[src/rtl/qam_pkg.sv]
// -----------------------------------------------------------------------------
// qam_pkg
// Shared definitions for the multi-mode QAM symbol mapper:
//   - qam_mode_e      : runtime modulation mode encodings
//   - QAM_MAX_BPS     : largest number of bits gathered into one symbol
//   - CNT_W           : width of the gathered-bit counter
//   - bits_per_symbol : bits needed to complete one symbol in a given mode
// -----------------------------------------------------------------------------
package qam_pkg;

  typedef enum logic [1:0] {
    MODE_BPSK  = 2'd0,
    MODE_QPSK  = 2'd1,
    MODE_QAM16 = 2'd2,
    MODE_QAM64 = 2'd3
  } qam_mode_e;

  localparam int QAM_MAX_BPS = 6;
  localparam int CNT_W       = 3;

  function automatic logic [CNT_W-1:0] bits_per_symbol(input qam_mode_e m);
    logic [CNT_W-1:0] n;
    case (m)
      MODE_BPSK:  n = 3'd1;
      MODE_QPSK:  n = 3'd2;
      MODE_QAM16: n = 3'd4;
      MODE_QAM64: n = 3'd6;
      default:    n = 3'd1;
    endcase
    return n;
  endfunction

endpackage

[src/rtl/qam_axis_map.sv]
// -----------------------------------------------------------------------------
// qam_axis_map
// Combinational mapping of one constellation axis to a signed amplitude.
// The axis value m (0..2^(k-1)-1) becomes the odd level (2m+1), shifted left
// by SCALE_SHIFT and negated when the sign bit is set.
// Ports:
//   sign_i : axis sign bit, 1 = negative
//   mag_i  : magnitude bits, right-aligned (mag_i[0] is the LSB of m)
//   k_i    : bits per axis (1 = sign only, 2 = one magnitude bit, 3 = two)
//   amp_o  : signed, scaled, sign-extended amplitude
// -----------------------------------------------------------------------------
module qam_axis_map #(
  parameter int OUT_W       = 32,
  parameter int SCALE_SHIFT = 0
) (
  input  logic                    sign_i,
  input  logic [1:0]              mag_i,
  input  logic [1:0]              k_i,
  output logic signed [OUT_W-1:0] amp_o
);

  logic [1:0]       m;
  logic [2:0]       odd;
  logic [OUT_W-1:0] mag_ext;

  // Magnitude bits beyond what the axis width carries are ignored.
  always_comb begin
    m = 2'b00;
    case (k_i)
      2'd2:    m = {1'b0, mag_i[0]};
      2'd3:    m = mag_i;
      default: m = 2'b00;
    endcase
  end

  assign odd     = {m, 1'b1};
  assign mag_ext = OUT_W'(odd) << SCALE_SHIFT;
  assign amp_o   = sign_i ? $signed(-mag_ext) : $signed(mag_ext);

endmodule

[src/rtl/qam_symbol_mapper.sv]
// -----------------------------------------------------------------------------
// qam_symbol_mapper
// Gathers a serial bit stream into 1/2/4/6-bit symbol words (BPSK/QPSK/
// 16-QAM/64-QAM, chosen per symbol) and maps each word to signed I/Q
// amplitudes held in a registered output stage.
//
// Handshakes (both sides): a transfer happens on a rising edge where valid
// and ready are both high. Input side: bit_valid/bit_ready, where
// bit_ready = !sym_valid || sym_ready. Output side: sym_valid/sym_ready;
// while sym_valid && !sym_ready the outputs hold and no bits are accepted.
//
// Ports:
//   clk, rst_n          : clock, asynchronous active-low reset
//   mode                : modulation mode, sampled on the first bit of a symbol
//   flush               : drops any partially gathered symbol (wins over a bit)
//   bit_in/bit_valid    : serial input bit and its valid
//   bit_ready           : mapper accepts a bit this cycle
//   sym_valid/sym_ready : output symbol valid / downstream ready
//   symbol_I/symbol_Q   : signed in-phase / quadrature amplitudes
//   busy                : a partial symbol is being gathered
// -----------------------------------------------------------------------------
module qam_symbol_mapper
  import qam_pkg::*;
#(
  parameter int OUT_W       = 32,
  parameter int SCALE_SHIFT = 0,
  parameter int MAX_BPS     = QAM_MAX_BPS
) (
  input  logic                    clk,
  input  logic                    rst_n,
  input  logic [1:0]              mode,
  input  logic                    flush,
  input  logic                    bit_in,
  input  logic                    bit_valid,
  output logic                    bit_ready,
  output logic                    sym_valid,
  input  logic                    sym_ready,
  output logic signed [OUT_W-1:0] symbol_I,
  output logic signed [OUT_W-1:0] symbol_Q,
  output logic                    busy
);

  // The last bit of a symbol is consumed straight from bit_in, so only
  // MAX_BPS-1 earlier bits ever need storing.
  logic [MAX_BPS-2:0]      gather_q, gather_d;
  logic [CNT_W-1:0]        cnt_q, cnt_d;
  qam_mode_e               mode_q, mode_d;
  logic                    sym_valid_q, sym_valid_d;
  logic signed [OUT_W-1:0] sym_i_q, sym_i_d;
  logic signed [OUT_W-1:0] sym_q_q, sym_q_d;

  logic                    accept;
  logic                    complete;
  qam_mode_e               cur_mode;
  logic [CNT_W-1:0]        n_bits;
  logic [CNT_W-1:0]        cnt_inc;
  logic [MAX_BPS-1:0]      word;

  logic                    i_sign, q_sign;
  logic [1:0]              i_mag, q_mag;
  logic [1:0]              axis_k;
  logic signed [OUT_W-1:0] amp_i, amp_q;

  assign bit_ready = !sym_valid_q || sym_ready;
  assign accept    = bit_valid && bit_ready && !flush;

  // A new symbol takes the live mode; a symbol in progress keeps its own.
  assign cur_mode  = (cnt_q == '0) ? qam_mode_e'(mode) : mode_q;
  assign n_bits    = bits_per_symbol(cur_mode);
  assign cnt_inc   = cnt_q + 3'd1;
  assign complete  = accept && (cnt_inc == n_bits);

  // Word as it stands once bit_in is shifted in; MSB-first arrival puts
  // b[N-1] at index N-1 for every N.
  assign word      = {gather_q, bit_in};

  // Axis split: I takes b[N-1], b[N-3], ..., Q takes b[N-2], b[N-4], ...
  // The first bit of each axis is its sign.
  always_comb begin
    i_sign = 1'b0;
    q_sign = 1'b0;
    i_mag  = 2'b00;
    q_mag  = 2'b00;
    axis_k = 2'd1;
    case (cur_mode)
      MODE_BPSK: begin
        i_sign = word[0];
      end
      MODE_QPSK: begin
        i_sign = word[1];
        q_sign = word[0];
      end
      MODE_QAM16: begin
        i_sign = word[3];
        q_sign = word[2];
        i_mag  = {1'b0, word[1]};
        q_mag  = {1'b0, word[0]};
        axis_k = 2'd2;
      end
      MODE_QAM64: begin
        i_sign = word[5];
        q_sign = word[4];
        i_mag  = {word[3], word[1]};
        q_mag  = {word[2], word[0]};
        axis_k = 2'd3;
      end
      default: ;
    endcase
  end

  qam_axis_map #(
    .OUT_W       (OUT_W),
    .SCALE_SHIFT (SCALE_SHIFT)
  ) u_map_i (
    .sign_i (i_sign),
    .mag_i  (i_mag),
    .k_i    (axis_k),
    .amp_o  (amp_i)
  );

  qam_axis_map #(
    .OUT_W       (OUT_W),
    .SCALE_SHIFT (SCALE_SHIFT)
  ) u_map_q (
    .sign_i (q_sign),
    .mag_i  (q_mag),
    .k_i    (axis_k),
    .amp_o  (amp_q)
  );

  // Gather path.
  always_comb begin
    cnt_d    = cnt_q;
    gather_d = gather_q;
    mode_d   = mode_q;
    if (flush) begin
      cnt_d    = '0;
      gather_d = '0;
    end else if (accept) begin
      if (cnt_q == '0) mode_d = cur_mode;
      if (complete) begin
        cnt_d    = '0;
        gather_d = '0;
      end else begin
        cnt_d    = cnt_inc;
        gather_d = word[MAX_BPS-2:0];
      end
    end
  end

  // Output stage: a completing symbol reloads even while the previous one
  // is being taken, so streaming has no bubble.
  always_comb begin
    sym_valid_d = sym_valid_q;
    sym_i_d     = sym_i_q;
    sym_q_d     = sym_q_q;
    if (complete) begin
      sym_valid_d = 1'b1;
      sym_i_d     = amp_i;
      sym_q_d     = (cur_mode == MODE_BPSK) ? '0 : amp_q;
    end else if (sym_ready) begin
      sym_valid_d = 1'b0;
    end
  end

  always_ff @(posedge clk or negedge rst_n) begin
    if (!rst_n) begin
      cnt_q       <= '0;
      gather_q    <= '0;
      mode_q      <= MODE_BPSK;
      sym_valid_q <= 1'b0;
      sym_i_q     <= '0;
      sym_q_q     <= '0;
    end else begin
      cnt_q       <= cnt_d;
      gather_q    <= gather_d;
      mode_q      <= mode_d;
      sym_valid_q <= sym_valid_d;
      sym_i_q     <= sym_i_d;
      sym_q_q     <= sym_q_d;
    end
  end

  assign sym_valid = sym_valid_q;
  assign symbol_I  = sym_i_q;
  assign symbol_Q  = sym_q_q;
  assign busy      = (cnt_q != '0);

endmodule

[config.mk]
export PLATFORM = sky130hd
export DESIGN_NAME = qam_symbol_mapper
export DESIGN_NICKNAME = d
export VERILOG_FILES = /design/src/rtl/qam_pkg.sv /design/src/rtl/qam_axis_map.sv /design/src/rtl/qam_symbol_mapper.sv
export SDC_FILE = /design/constraint.sdc
export NUM_CORES = 1
export LEC_CHECK = 0
export BUFFER_PORTS_ARGS = -buffer_cell sky130_fd_sc_hd__buf_4
export CORE_UTILIZATION = 46
export DETAILED_ROUTE_END_ITERATION = 8
export PLACE_DENSITY_LB_ADDON = 0.15
export SKIP_LAST_GASP = 1
export SYNTH_ARGS = -nofsm -noshare
export SYNTH_HDL_FRONTEND = slang
export SYNTH_SLANG_ARGS = --single-unit
export TNS_END_PERCENT = 50
[constraint.sdc]
create_clock -name clk -period 2.8 [get_ports clk]
set_input_delay 0 -clock clk [delete_from_list [all_inputs] [get_ports clk]]
set_output_delay 0 -clock clk [all_outputs]
set_load 0.005 [all_outputs]
==> impl_metrics.csv <==
group,metric,value,unit
status,status,"finished, final reports clean",
global_routing,grt_pass1_vias,830,
sta,fin_crit,2.50,ns
final_layout,drive_gt1_frac,0.552,
clock_network,insertion_delay,0.30,ns
power,ir_worst_vdd,0.346,mV
worst_hold_path,hold_class,"in2reg",
critical_path,critical-path-max-stage-delay,0.44,ns
sta,rsz0062_at_grt,"false",
final_layout,mostFrequentLayoutCells,"buf_4, dfrtp_1, mux2_2",
placement,dp.cells,210,
clock_network,ctsResizeCount,0,
routing,firstDrtPassIters,4,
final_layout,final_cells,218,
floorplan,die_y,59.1,µm
routing,drt_iter0_markers,15,
final_layout,fillers,269,
global_routing,grtUsageTotal,0.154,
sta,hold_violations,0,
power,powerDensity,933,nW/µm²
placement,portBuffers,74,
final_layout,finalInstanceArea,1740,µm²
critical_path,endpoint_kind,"flip-flop",
floorplan,rows,20,
critical_path,crit_chain,"inv_1, ha_1, nand2b_4, mux2i_4, xnor2_1, nand4b_2, a21boi_4, mux2_2",
final_layout,final_common_cell,"buf_4",
critical_path,cp-start-kind,"flip-flop",
critical_path,worstPathRequired,2.99,ns
critical_path,crit_arrival,2.69,ns
floorplan,fp.coreArea,3080,µm²
power,p_switching,0.561,mW
critical_path,critPathKind,"reg2reg",
placement,place_congestion,0.785,
global_routing,grt_antenna_before_repair,0,
power,seqPwrFrac,0.299,
clock_network,root_buffer,"clkbuf_4",
job,cap_violations,0,
sta,setup_viol,0,
yosys,ys_seq_elements,19,
routing,totalWireLength,2760,µm
routing,ant_nets,0,
clock_network,clockBufferDepth,2,
global_routing,grt_pass1_wl,3970,µm
placement,dp_hpwl,2050,µm
routing,via_count,1034,
floorplan,io_pins,75,
sta,maxSlewViolCount,0,
final_layout,num_antenna_cells,0,
global_routing,grt_max_degree,31,
global_routing,overflow,0,
sta,period_share,0.894,
floorplan,initial_core_util,0.487,
yosys,synthesis.nets,160,
yosys,syn_avg_cell_area,10.0,µm²
yosys,async_flop_share,1.00,
clock_network,cts_tree,"yes",
yosys,synthCells,150,
power,power.internal,1.06,mW
routing,avgRoutedWirePerCell,12.7,µm
routing,drc_errors,0,
power,power_frac_clock,0.087,
power,power,1.62,mW
final_layout,area_growth,16.0,%
sta,worstMarginPinSlew,0.789,ns
clock_network,htree_levels,1,
critical_path,critical_path.slowest_cell,"dfrtp_1",
sta,slew_headroom,0.474,
floorplan,die-area,3490,µm²
clock_network,cts-buffers-inserted,3,
clock_network,clkTransAtPathRegs,0.11,ns
power,cellLeakagePower,0.907,nW
yosys,ys_warn_count,0,
critical_path,cp_max_fo,9,
final_layout,nets,185,
placement,place_area,1670,µm²
critical_path,rrSetupSlack,0.30,ns
routing,viasPerCell,4.74,
yosys,syn-cell-area,1500,µm²
power,switching_share,0.345,
clock_network,clock-sinks,19,
yosys,yosysSeqAreaShare,0.317,
power,p_comb_frac,0.614,
clock_network,postCtsSetupBuffers,0,
floorplan,die_w,59.1,µm
sta,skew,0.00416,ns
yosys,ys.flop_type,"dfrtp_1",
sta,max_freq,400,MHz
yosys,synth_edf_count,0,
yosys,ys_types,31,
sta,finalSetupTns,0,ns
-- worst paths after layout --
path | depth (start not counted) | endpoint | start
max in group asynchronous | 2 | gather_q[0]$_DFFE_PN0P_ | rst_n
hold reg to reg | 1 | symbol_I[0]$_DFFE_PN0P_ | symbol_I[0]$_DFFE_PN0P_
min in group asynchronous | 2 | sym_valid$_DFFE_PN0P_ | rst_n
setup reg to reg | 8 | symbol_I[30]$_DFFE_PN0P_ | cnt_q[0]$_DFFE_PN0P_
setup / recovery | 8 | symbol_I[30]$_DFFE_PN0P_ | cnt_q[0]$_DFFE_PN0P_
hold / removal | 3 | sym_valid$_DFFE_PN0P_ | sym_ready
-- power by group through the flow --
stage               logic, mW  registers [mW]  clock network (mW)
floorplan               0.817           0.474                   0
global placement        0.990           0.483                   0
detailed placement       1.00           0.497                   0
CTS                      1.01           0.491               0.140
global route             1.08           0.509               0.153
finish                  0.998           0.486               0.141
-- routing by layer --
layer	global-route usage	part of all wire	up-vias
met1	0.201	0.44	477
li1	-	-	497
met5	0	0	-
met3	0.0240	0.074	6
met4	0.0714	0.020	0
met2	0.252	0.46	54
-- sequential cells by signal, indices dropped and copies added (netlist names) --
| signal | flops |
|---|---|
| symbol_Q | 4 |
| gather_q | 5 |
| symbol_I | 4 |
| cnt_q | 3 |
| sym_valid | 1 |
| mode_q | 2 |
-- through the flow --
step,hold slack (ns),setup WS [ns],utilization
final,0.00286,0.298,0.565
after global routing,0.0144,0.180,0.565
after CTS,0.0141,0.300,0.565
after detailed placement,-0.115,0.335,0.544
after global placement,-0.116,0.444,0.544
after floorplan,-0.296,0.507,-
-- cells in the mapped netlist, drive strengths merged, types with 2 or more instances --
cell | instances | area share
a21oi | 3 | 0.010
a22o | 6 | 0.035
buf | 59 | 0.30
dfrtp | 19 | 0.32
ha | 2 | 0.017
inv | 5 | 0.013
mux2 | 12 | 0.093
mux2i | 7 | 0.055
nand2 | 7 | 0.018
nand4 | 2 | 0.0083
nor2 | 5 | 0.013
nor2b | 2 | 0.0083
o21ai | 3 | 0.010
or2 | 2 | 0.0083
xnor2 | 4 | 0.023
-- layout make-up --
type / count / area (µm²) / share of cell area
multi-input cells: 67 / 562 / 0.323
clock buffers: 4 / 26.3 / 0.0151
well taps: 44 / 55.1 / 0.0316
inverters: 5 / 18.8 / 0.0108
repair buffers: 79 / 603 / 0.347
flip-flops and latches: 19 / 475 / 0.273
-- critical path, delay by kind of cell (launching register included) --
family	cells	cell delay, ns
fa+ha+maj	1	0.23
flops	1	0.44
xor+xnor	1	0.20
mux	2	0.75
compound gates	1	0.35
buf+inv	1	0.10
simple gates	2	0.33
-- timing repair --
| item | in CTS | in global routing |
|---|---|---|
| endpoints found under the hold margin | 22 | 0 |
| setup endpoints to repair | 0 | 0 |
| hold buffers | 4 | 0 |
-- kinds of logic (layout without fill, tap and decap cells) --
kind of cell               Yosys count  count (layout)  share of synthesized area
AOI/OAI and AO/OA                   19              19                      0.100
xor gates and xnor gates             4               4                     0.0234
adders and majority gates            2               2                     0.0167
buffers and inverters               64              88                      0.309
DFF                                 19              19                      0.317
muxes                               19              19                      0.148
and+or+nand+nor                     23              23                     0.0867
Power figures use the tool's default switching activity.
